### src/rtl/lcd_timing_scanout.sv
// lcd_timing_scanout: raster timing generator that pops a pixel FIFO and drives a parallel RGB LCD.
// Ports:
//   clk            pixel clock, all logic on rising edge
//   areset_n       asynchronous active-low reset, synchronous release
//   fifo_q         FIFO read data, valid one clock after fifo_rdreq
//   fifo_rdreq     FIFO pop request, only ever high on active pixels
//   fifo_rdempty   FIFO empty flag
//   lcd_rgb        pixel {R,G,B}
//   lcd_de         data enable
//   lcd_hsync_n    horizontal sync, active low
//   lcd_vsync_n    vertical sync, active low
//   frame_start    one-clock pulse with the first active pixel of a frame
//   underflow      sticky flag: an active pixel found the FIFO empty
//   underflow_clr  synchronous clear of underflow (a simultaneous set wins)
module lcd_timing_scanout #(
    parameter int          H_ACTIVE      = 800,
    parameter int          H_FP          = 40,
    parameter int          H_SYNC        = 48,
    parameter int          H_BP          = 40,
    parameter int          V_ACTIVE      = 480,
    parameter int          V_FP          = 13,
    parameter int          V_SYNC        = 3,
    parameter int          V_BP          = 29,
    parameter logic [23:0] UNDERFLOW_RGB = 24'hFF00FF
) (
    input  logic        clk,
    input  logic        areset_n,
    input  logic [23:0] fifo_q,
    output logic        fifo_rdreq,
    input  logic        fifo_rdempty,
    output logic [23:0] lcd_rgb,
    output logic        lcd_de,
    output logic        lcd_hsync_n,
    output logic        lcd_vsync_n,
    output logic        frame_start,
    output logic        underflow,
    input  logic        underflow_clr
);
    localparam int H_TOTAL = H_ACTIVE + H_FP + H_SYNC + H_BP;
    localparam int V_TOTAL = V_ACTIVE + V_FP + V_SYNC + V_BP;
    localparam int HW = $clog2(H_TOTAL);
    localparam int VW = $clog2(V_TOTAL);
    localparam logic [HW-1:0] H_ACT  = HW'(H_ACTIVE);
    localparam logic [HW-1:0] H_S0   = HW'(H_ACTIVE + H_FP);
    localparam logic [HW-1:0] H_S1   = HW'(H_ACTIVE + H_FP + H_SYNC);
    localparam logic [HW-1:0] H_LAST = HW'(H_TOTAL - 1);
    localparam logic [VW-1:0] V_ACT  = VW'(V_ACTIVE);
    localparam logic [VW-1:0] V_S0   = VW'(V_ACTIVE + V_FP);
    localparam logic [VW-1:0] V_S1   = VW'(V_ACTIVE + V_FP + V_SYNC);
    localparam logic [VW-1:0] V_LAST = VW'(V_TOTAL - 1);

    logic [HW-1:0] h;
    logic [VW-1:0] v;
    logic active, hs, vs, fs;
    logic active1, hs1, vs1, fs1, rd1;

    always_ff @(posedge clk or negedge areset_n) begin
        if (!areset_n) begin
            h <= '0;
            v <= '0;
        end else begin
            h <= (h == H_LAST) ? '0 : h + 1'b1;
            if (h == H_LAST)
                v <= (v == V_LAST) ? '0 : v + 1'b1;
        end
    end

    always_comb begin
        active = (h < H_ACT) && (v < V_ACT);
        hs     = (h >= H_S0) && (h < H_S1);
        vs     = (v >= V_S0) && (v < V_S1);
        fs     = (h == '0) && (v == '0);
    end

    // Gated by reset so no pop is requested while the counters sit at the
    // first active pixel during reset.
    assign fifo_rdreq = active && !fifo_rdempty && areset_n;

    always_ff @(posedge clk or negedge areset_n) begin
        if (!areset_n) begin
            active1 <= 1'b0;
            hs1     <= 1'b0;
            vs1     <= 1'b0;
            fs1     <= 1'b0;
            rd1     <= 1'b0;
        end else begin
            active1 <= active;
            hs1     <= hs;
            vs1     <= vs;
            fs1     <= fs;
            rd1     <= fifo_rdreq;
        end
    end

    // A starved active slot is still consumed (filled with the marker colour)
    // so raster timing never slips.
    always_ff @(posedge clk or negedge areset_n) begin
        if (!areset_n) begin
            lcd_rgb     <= '0;
            lcd_de      <= 1'b0;
            lcd_hsync_n <= 1'b1;
            lcd_vsync_n <= 1'b1;
            frame_start <= 1'b0;
            underflow   <= 1'b0;
        end else begin
            lcd_rgb     <= rd1 ? fifo_q : (active1 ? UNDERFLOW_RGB : '0);
            lcd_de      <= active1;
            lcd_hsync_n <= !hs1;
            lcd_vsync_n <= !vs1;
            frame_start <= fs1;
            underflow   <= (active1 && !rd1) || (underflow && !underflow_clr);
        end
    end
endmodule

### config.mk
export PLATFORM = sky130hd
export DESIGN_NAME = lcd_timing_scanout
export DESIGN_NICKNAME = d
export VERILOG_FILES = /design/src/rtl/lcd_timing_scanout.sv
export SDC_FILE = /design/constraint.sdc
export NUM_CORES = 1
export LEC_CHECK = 0
export CORE_ASPECT_RATIO = 0.8
export CORE_UTILIZATION = 43
export DETAILED_ROUTE_END_ITERATION = 6
export PLACE_DENSITY = 0.83
export SLEW_MARGIN = 20
export SYNTH_ARGS = -nofsm -noshare
export SYNTH_HDL_FRONTEND = slang
export SYNTH_SLANG_ARGS = --single-unit
export TNS_END_PERCENT = 30
### constraint.sdc
create_clock -name clk -period 1.7 [get_ports clk]
set_input_delay 0.51 -clock clk [delete_from_list [all_inputs] [get_ports clk]]
set_output_delay 0.51 -clock clk [all_outputs]
set_load 0.02 [all_outputs]
# Yosys cells after proc, flatten, opt, wreduce, memory -nomap -nowiden

Index checks and enable logic that the tools add are counted.

Register bits: 54
Bits of input ports: 28
Output and inout port bits: 30
Word-level logic and storage cells: 43

Add/sub/neg operators: 2
$lt $le $gt $ge: 6
Equal/unequal tests: 2
Multiplexer cells: 4
Reductions and logical operators: 16

Operators with widths:

| kind                    | count |
|---|---|
| $mux W24                | 2 |
| $add A10 B1 Y10 const B | 2 |
| $eq A10 B10 Y1 const B  | 2 |
| $logic_not A10 Y1       | 2 |
| $lt A10 B10 Y1 const B  | 2 |
| $lt A10 B9 Y1 const B   | 2 |
| $mux W10                | 2 |
| $ge A10 B10 Y1 const B  | 1 |
| $ge A10 B9 Y1 const B   | 1 |
| $logic_and A1 B1 Y1     | 8 |
| $logic_not A1 Y1        | 5 |
| $logic_or A1 B1 Y1      | 1 |

# Depth between registers and ports, before layout

Gate-level depths: netlist of run 1.

Depth in word-level cells: 4
Gate-level depth with buffers: 6
Depth with buffers taken out: 6

# Worst setup path before layout of run 1

No wires, ideal clock.

Path kind: reg-to-output
Start: reg h[5]
End: out fifo_rdreq
Arrival: 1.600 ns
Required time: 1.190 ns
Slack: -0.410 ns
Cell stages (with the launch flop): 4
Path buffers: 0
Cells stage by stage: dfrtp_1 > nor3_1 > o21ai_0 > nor4b_1

Cells in the longest elaborated chain, start to end: 4

RTL lines:

| what                              | line | text |
|---|---|---|
| start, declared                   | 52   | `logic [HW-1:0] h;` |
| start signal, assigned            | 62   | `h <= (h == H_LAST) ? '0 : h + 1'b1;` |
| $lt A10 B10 Y1                    | 69   | `active = (h < H_ACT) && (v < V_ACT);` |
| $logic_and A1 B1 Y1               | 69   |  |
| $logic_and A1 B1 Y1 (2 in series) | 77   | `assign fifo_rdreq = active && !fifo_rdempty && areset_n;` |
| end, declared                     | 29   | `output logic fifo_rdreq,` |

No other way between the ends.

# Worst setup path after layout of run 1

Start: reg h[6]
End: out fifo_rdreq

The elaborated chain is that of the path after synthesis.

==> impl_metrics.py, run 1 <==
metrics = {
    "status": {
        "outcome": "complete, but fails checks",
        "violations": "negative setup slack",
    },
    "clock_network": {
        "clk_pin_slew_ps": 90,
        "cts_sinks": 54,
        "cts_tree": "built",
        "cts_buffers": 5,
        "cts_root_buffer": "clkbuf_8",
        "clock_latency_ps": 300,
        "clockBufferDepth": 2,
        "cts_max_level": 2,
        "cts_hold_buf": 0,
    },
    "timing": {
        "tightest_slew_ps": 667.9,
        "max_freq_ghz": 0.5067,
        "finalWorstSetupSlack_ps": -273.5,
        "drv_slew": 0,
        "min_period_over_period": 1.161,
        "slew-limit-headroom": 0.5547,
        "fin_skew_ps": 5.372,
        "fin_crit_ps": 1973,
        "tns_ps": -273.5,
        "hold_viol": 0,
        "finalSetupViolCount": 1,
        "rsz0062_at_grt": "true",
    },
    "global_route": {
        "grt_pass1_vias": 1662,
        "grt_pass1_wl_mm": 7.859,
        "grt_overflow": 0,
        "antenna_found_initial": 0,
        "grt_max_degree": 55,
        "globalRouteTotalUtil": 0.1916,
    },
    "route": {
        "wl_met2_mm": 2.252,
        "ant_nets": 0,
        "routedWlPerCell_um": 13.78,
        "vias": 1759,
        "drtIter0Drc": 70,
        "avgViaCountPerCell": 5.026,
        "m1WireLength_mm": 2.135,
        "drt-pass1-iter-count": 5,
        "drt_drc_violations_left": 0,
        "drt_wl_total_mm": 4.824,
        "top_layer_used": "met4",
        "route.met3.wl_um": 405,
    },
    "logic_synthesis": {
        "syn_area_sq_um": 2216,
        "ys_ff_latch": 54,
        "synth_nets": 236,
        "ys_seq_area_frac": 0.6110,
        "synth_cell_types": 38,
        "syn_area_per_cell_sq_um": 10.97,
        "ys.flop_type": "dfrtp_1",
        "synth_edf_count": 0,
        "yosysWarnings": 0,
        "async_flop_share": 1.000,
        "syn_inst": 202,
    },
    "worst_setup_path": {
        "setup.worst_path.class": "reg2out",
        "reg2reg_from": "h[6]$_DFF_PN0_",
        "arrival_ps": 1460,
        "cp_max_fo": 2,
        "r2r_cells": 5,
        "crit_path_start_kind": "register",
        "startpoint": "h[6]$_DFF_PN0_",
        "cp.required_ps": 1190,
        "cp-end-kind": "primary output",
        "r2r-end": "v[3]$_DFFE_PN0N_",
        "ff2ff_setup_slack_ps": 20,
    },
    "pwr": {
        "pwr_density_cell_nw_per_um2": 750.8,
        "ir_worst_vdd_mv": 0.4498,
        "power_leakage_nw": 1.454,
        "finalPower_mw": 2.377,
    },
    "cells_and_area": {
        "mostFrequentLayoutCells": "dfrtp_1, nand2_1, buf_4, dlygate4sd2_1, clkdlybuf4s50_1",
        "final_common_cell": "dfrtp_1",
        "num_antenna_cells": 0,
        "seq_area_sq_um": 1354,
        "fin_util": 0.6647,
        "nFillCells": 373,
        "fin_nets": 323,
        "area_delta_synth_final_pct": 42.86,
        "multi_input_area_sq_um": 838.3,
        "drive_gt1_frac": 0.1828,
    },
    "die": {
        "rows": 22,
        "fp.dieW_um": 82.26,
        "core-area_sq_um": 4762,
        "io_pins": 58,
        "die_area_sq_um": 5446,
        "start_util": 0.4653,
        "die_h_um": 66.21,
    },
    "placed_design": {
        "place.detailed.hpwl_mm": 3.517,
        "numPortBuffers": 57,
        "place.gp.congestion": 0.8470,
    },
    "job": {
        "cap_violations": 0,
    },
    "worst_hold_path": {
        "hp-class": "in2async",
    },
}
[metal layers]
layer / vias to the layer above / GRT usage
li1: 836 / -
met1: 856 / 0.2600
met2: 65 / 0.2986
met3: 2 / 0.05379
met4: 0 / 0.05263
met5: - / 0
[synth_stat cells, types with 2 or more instances]
| cell | count | area share |
|---|---|---|
| dfrtp_1 | 52 | 0.59 |
| nand2_1 | 40 | 0.068 |
| inv_1 | 12 | 0.020 |
| nand3_1 | 12 | 0.027 |
| nor2_1 | 12 | 0.020 |
| and2_1 | 9 | 0.025 |
| o21ai_0 | 7 | 0.016 |
| ha_1 | 6 | 0.034 |
| xor2_1 | 6 | 0.024 |
| clkbuf_1 | 4 | 0.0068 |
| xnor2_1 | 4 | 0.016 |
| a21oi_1 | 3 | 0.0068 |
| nand4_1 | 3 | 0.0085 |
| nor3_1 | 3 | 0.0068 |
| nor4_1 | 3 | 0.0085 |
| and3_1 | 2 | 0.0056 |
| dfstp_2 | 2 | 0.024 |
| nor4b_1 | 2 | 0.0079 |
[critical path, stage by stage, from the launching register on]
cell,delay (ps)
dfrtp_1,420
nor3_2,230
o21ai_2,100
nor4b_4,230
buf_4,190
[flip-flops by register name, indices dropped and copies added, names as in the netlist]
name,count
lcd_rgb,24
h,10
v,10
active1,1
frame_start,1
fs1,1
hs1,1
lcd_de,1
lcd_hsync_n,1
lcd_vsync_n,1
rd1,1
underflow,1
vs1,1
[what timing repair did]
item,4_1_cts,5_1_grt
pin swaps,2,2
endpoints found under the setup margin,32,8
resized for setup,38,5
setup buffers,2,1
gates cloned,0,0
[where the power goes]
part	internal, mW	switching (mW)
Combinational	0.0976	0.109
Sequential	1.31	0.00757
Clock	0.443	0.407
Total	1.85	0.523
[worst max path at each step]
stage | end | slack (ps) | cells past startpoint
2_1_floorplan | v[9]$_DFFE_PN0N_ | 10 | 5
3_3_place_gp | fifo_rdreq | -690 | 3
3_5_place_dp | fifo_rdreq | -690 | 3
4_1_cts | fifo_rdreq | -260 | 4
5_1_grt | fifo_rdreq | -380 | 4
6_report | fifo_rdreq | -270 | 4
[through the flow]
stage	area, sq um	worst slack [ps]	instances	hold slack (ps)
2_1_floorplan	2231	13.70	202	214.4
3_3_place_gp	3037	-687.7	339	332.1
3_5_place_dp	3037	-694.5	339	339.6
4_1_cts	3137	-259.5	349	361.4
5_1_grt	3166	-376.2	350	374.1
6_report	3166	-273.5	350	339.4
[cells by family (layout without fill, tap and decap cells)]
family          after synthesis  in the layout  share of synthesized area
simple gates                 99             99                     0.2394
flops                        54             54                     0.6110
buf+inv                      17            105                    0.03049
compound gates               15             15                    0.04122
xor+xnor                     10             10                    0.03952
fa+ha+maj                     6              6                    0.03388
mux                           1              1                   0.004517
[cell type report]
class | instances | share of cell area
clock buffer | 6 | 0.02292
multi-input combinational | 131 | 0.2648
inverter | 12 | 0.01423
clock inverter | 2 | 0.01225
tap | 60 | 0.02372
timing repair buffer | 85 | 0.2344
sequential | 54 | 0.4277
Power figures use the tool's default switching activity.
==> run 2: changes to the inputs <==
- CAP_MARGIN: unset -> 20
==> results of run 2 <==
The final DEF is identical to that of run 1; final timing and power are the same.
